`config.mk`:
```
export PLATFORM = sky130hd
export DESIGN_NAME = vga_fb_arbiter
export DESIGN_NICKNAME = d
export VERILOG_FILES = /design/src/rtl/vga_fb_arbiter.sv
export SDC_FILE = /design/constraint.sdc
export NUM_CORES = 1
export LEC_CHECK = 0
export ABC_AREA = 1
export CAP_MARGIN = 0
export CORE_ASPECT_RATIO = 2
export CORE_UTILIZATION = 43
export DETAILED_ROUTE_END_ITERATION = 16
export HOLD_SLACK_MARGIN = 0.1
export PLACE_DENSITY = 0.71
export SLEW_MARGIN = 20
export SYNTH_ARGS = -nofsm -noshare
export SYNTH_HDL_FRONTEND = slang
export SYNTH_SLANG_ARGS = --single-unit
```
`constraint.sdc`:
```
create_clock -name clk -period 2.95 [get_ports clk]
set_input_delay 0.295 -clock clk [delete_from_list [all_inputs] [get_ports clk]]
set_output_delay 0.295 -clock clk [all_outputs]
set_load 0.005 [all_outputs]
```
`src/rtl/vga_fb_arbiter.sv`:
```
// vga_fb_arbiter: arbitrates one frame-buffer RAM port, giving display reads priority over buffered draw writes
module vga_fb_arbiter #(
  parameter int ADDR_W = 17,
  parameter int DATA_W = 8,
  parameter int FIFO_DEPTH = 4,
  parameter int RD_LAT = 1
) (
  input  logic                          clk,
  input  logic                          clr_n,
  input  logic                          disp_rd_req,
  input  logic [ADDR_W-1:0]             disp_rd_addr,
  output logic [DATA_W-1:0]             disp_rd_data,
  output logic                          disp_rd_valid,
  input  logic                          vblank,
  input  logic                          blank_only,
  input  logic                          wr_valid,
  output logic                          wr_ready,
  input  logic [ADDR_W-1:0]             wr_addr,
  input  logic [DATA_W-1:0]             wr_data,
  output logic                          mem_en,
  output logic                          mem_we,
  output logic [ADDR_W-1:0]             mem_addr,
  output logic [DATA_W-1:0]             mem_wdata,
  input  logic [DATA_W-1:0]             mem_rdata,
  output logic [$clog2(FIFO_DEPTH):0]   fifo_level,
  output logic [15:0]                   stall_cnt
);
  localparam int PW = $clog2(FIFO_DEPTH);
  typedef enum logic [1:0] {IDLE, RD, WR} cmd_t;
  cmd_t cmd_q, cmd_d;
  logic [ADDR_W-1:0] f_addr [FIFO_DEPTH];
  logic [DATA_W-1:0] f_data [FIFO_DEPTH];
  logic [PW-1:0] wp, rp;
  logic [RD_LAT:0] tag;
  logic push, pop, pending;
  assign wr_ready = fifo_level != (PW+1)'(FIFO_DEPTH);
  assign push = wr_valid & wr_ready;
  assign pending = fifo_level != '0;
  assign pop = cmd_d == WR;
  assign mem_en = cmd_q != IDLE;
  assign mem_we = cmd_q == WR;
  always_comb cmd_d = disp_rd_req ? RD : (pending && (!blank_only || vblank)) ? WR : IDLE;
  always_ff @(posedge clk)
    if (push) begin
      f_addr[wp] <= wr_addr;
      f_data[wp] <= wr_data;
    end
  // tag[i] marks a read issued i+1 edges ago; tag[RD_LAT] lines up with mem_rdata
  always_ff @(posedge clk or negedge clr_n)
    if (!clr_n) begin
      cmd_q <= IDLE;
      mem_addr <= '0;
      mem_wdata <= '0;
      wp <= '0;
      rp <= '0;
      fifo_level <= '0;
      tag <= '0;
      disp_rd_valid <= 1'b0;
      disp_rd_data <= '0;
      stall_cnt <= '0;
    end else begin
      cmd_q <= cmd_d;
      if (cmd_d == RD) mem_addr <= disp_rd_addr;
      else if (cmd_d == WR) begin
        mem_addr <= f_addr[rp];
        mem_wdata <= f_data[rp];
      end
      if (push) wp <= wp + 1'b1;
      if (pop) rp <= rp + 1'b1;
      fifo_level <= fifo_level + (PW+1)'(push) - (PW+1)'(pop);
      tag <= {tag[RD_LAT-1:0], cmd_d == RD};
      disp_rd_valid <= tag[RD_LAT];
      if (tag[RD_LAT]) disp_rd_data <= mem_rdata;
      if (pending && !pop && stall_cnt != 16'hFFFF) stall_cnt <= stall_cnt + 16'd1;
    end
endmodule

```
==> metrics.yaml <==
run_status:
  status: "finished clean"
clock_network:
  ctsHtreeMaxLevel: 4
  cts_made_buffers: 17
  cts_tree: "built"
  cts_root_buf: "clkbuf_16"
  cts_sinks: 161
  clockBufferDepth: 2
  clk_latency_ns: 0.42
  cts_resized: 0
  post_cts_buffers: 0
  clkTransAtPathRegs_ns: 0.06
yosys:
  yosysTopAreaCell: "edfxtp_1"
  synthTopCellsByArea: "edfxtp_1 (44%), dfrtp_1 (22%), nand2_1 (7.3%), nor2_1 (6.7%), o21ai_0 (3.1%)"
  ys_seq_elements: 161
  avgSynthCellArea_um2: 10.9
  ys_warn_count: 0
  seq_area_frac_synth_pct: 66.5
  synth.distinct_cells: 32
  syn_nets: 688
  yosys.area.top_type_share_pct: 44.1
  syn_area_um2: 6810
  syn_inst: 625
placed_design:
  routabilityCongestion: 0.868
  hpwlAfterDp_mm: 10.3
  portBuffers: 111
setup_path:
  crit_type: "flip-flop to flip-flop"
  crit_path_end: "fifo_level[2]$_DFF_PN0_"
  cpMaxStageDelayCell: "dfrtp_1"
  cp_num_buf_inv: 1
  r2r-start: "fifo_level[1]$_DFF_PN0_"
  crit_path_start: "fifo_level[1]$_DFF_PN0_"
  max_stage_delay_ns: 0.42
  reg2regPathDepth: 7
  critical_path_arrival_ns: 2.37
  path_max_fanout: 9
  crit_family: "adder cells"
  startpoint_type: "flip-flop"
  crit_path_end_kind: "flip-flop"
  rr_endpoint: "fifo_level[2]$_DFF_PN0_"
  crit_chain: "inv_2, nand3_1, nand2_1, xnor2_1, ha_1, fa_1, xor2_1"
  path_depth: 7
  crit_required_ns: 3.25
  r2r_setup_slack_ns: 0.88
routing:
  vias_per_cell: 5.11
  drt.antenna.violating_nets: 0
  drt_iter0_drc: 196
  first_pass_iters: 4
  avgRoutedWirePerCell_um: 15.6
  drc: 0
  vias: 4850
  finalWirelength_mm: 14.8
die:
  core_um2: 15400
  die_y_um: 180
  row_count: 64
  chipWidth_um: 91.0
  pin_count: 112
  dieArea_um2: 16400
  start_util_pct: 44.3
global_routing:
  gr-total-overflow: 0
  antenna_found_initial: 0
  grt_start_max_net_pins: 53
  grtUsageTotal_pct: 19.1
  grt_pass1_wl_mm: 24.0
  grt_pass1_vias: 4983
timing:
  min_period_over_period_pct: 70.3
  hold_slack_ns: 0.433
  setup_violations: 0
  rsz0062_at_grt: "false"
  fin_skew_ns: 0.00901
  fmax_ghz: 0.482
  finalSetupTns_ns: 0
  hold_viol: 0
  tightest_slew_ns: 0.921
  finalCriticalPeriod_ns: 2.07
  relSlewSlack_pct: 38.6
  drv_slew: 0
layout:
  multi_input_area_um2: 2040
  final_common_cell: "nand2_1"
  nNetsFinal: 803
  nFillCells: 1293
  drive_gt1_share_pct: 11.2
  regArea_um2: 4530
  area_growth_pct: 28.3
  layout_common_cells: "nand2_1 (133), nor2_1 (118), clkdlybuf4s50_1 (110)"
  antennaDiodeCount: 0
power_and_ir_drop:
  powerDensity_nw_per_um2: 918
  ir_drop_mv: 0.462
  leakagePower_nw: 3.39
min_path:
  worstHoldPathCells: 0
  hp-class: "flip-flop to flip-flop"
run:
  drv_cap: 0
## routing by layer
metal / track usage (%) / share of wire [%] / routed length (um) / vias up
met1: 19.5 / 36 / 5360 / 2331
li1: - / - / - / 2328
met5: 0 / 0 / 0 / -
met3: 4.35 / 4.5 / 670 / 37
met2: 35.5 / 56 / 8240 / 154
met4: 10.1 / 3.5 / 525 / 0
## cells in the mapped netlist
cell type and instances:
clkbuf_1 14, o21ai_0 42, xnor2_1 2, a21oi_1 1
nor2_1 122, xor2_1 9, nor2_4 3, nand2_1 133
nand3b_4 1, o211ai_1 17, clkinv_1 1, inv_1 23
o21ai_1 17, dfrtp_1 61, edfxtp_1 100, a21oi_4 1
ha_1 6, nor2_2 3, inv_2 3, or2_2 1
nand2_2 7, buf_2 8, fa_1 1, o21ai_2 8
o22ai_1 8, buf_6 2, nand3_1 11, buf_4 4
mux2_2 8, nand4_1 6, buf_1 1, o21ai_4 1
## cell families after synthesis
kind of cell / after synthesis / synth area share (%)
fa+ha+maj: 7 / 1.40
xor+xnor: 11 / 1.41
mux: 8 / 1.32
simple gates: 287 / 17.2
buf+inv: 56 / 3.67
compound gates: 95 / 8.52
flops: 161 / 66.5
## area by class of cell
type	instances	area share, %
Sequential cell	161	51.8
Multi-Input combinational cell	408	23.4
Timing Repair Buffer	125	13.9
Clock inverter	6	0.758
Inverter	27	1.16
Clock buffer	25	6.20
Tap cell	198	2.83
## how the worst min path moves through the flow
stage / start / to
after detailed placement: tag[0]$_DFF_PN0_ / tag[1]$_DFF_PN0_
after floorplan: clr_n / cmd_q[0]$_DFF_PN0_
after global routing: tag[0]$_DFF_PN0_ / tag[1]$_DFF_PN0_
final: tag[0]$_DFF_PN0_ / tag[1]$_DFF_PN0_
after CTS: tag[0]$_DFF_PN0_ / tag[1]$_DFF_PN0_
after global placement: tag[0]$_DFF_PN0_ / tag[1]$_DFF_PN0_
## power breakdown
part	total, mW	leakage [nW]	switching (mW)	internal (mW)
combinational	2.48	1.43	1.39	1.09
sequential	3.37	1.66	0.361	3.00
clock	2.18	0.300	0.818	1.36
total	8.02	3.39	2.57	5.45
## state kept, by name (all words and copies together), names as in the netlist
name / cells
mem_wdata: 8
f_addr: 68
tag: 2
wp: 2
mem_addr: 17
disp_rd_valid: 1
disp_rd_data: 8
rp: 2
stall_cnt: 16
fifo_level: 3
f_data: 32
cmd_q: 2
## repair_timing
item                       4_1_cts  5_1_grt
hold buffers                     1        0
setup endpoints to repair        0        0
hold endpoints to repair        39        0
## metrics by stage
step                utilization, %  instances  total power [mW]  worst slack, ns  cell area (um2)
CTS                           56.9        950              8.10            0.838             8740
finish                        56.9        950              8.02            0.876             8740
global placement              52.9        918              5.78            0.661             8130
floorplan                        -        625              4.76            0.684             6810
detailed placement            52.9        918              5.90            0.605             8130
global route                  56.9        950              8.51            0.756             8740
(Power assumes the default switching activity.)
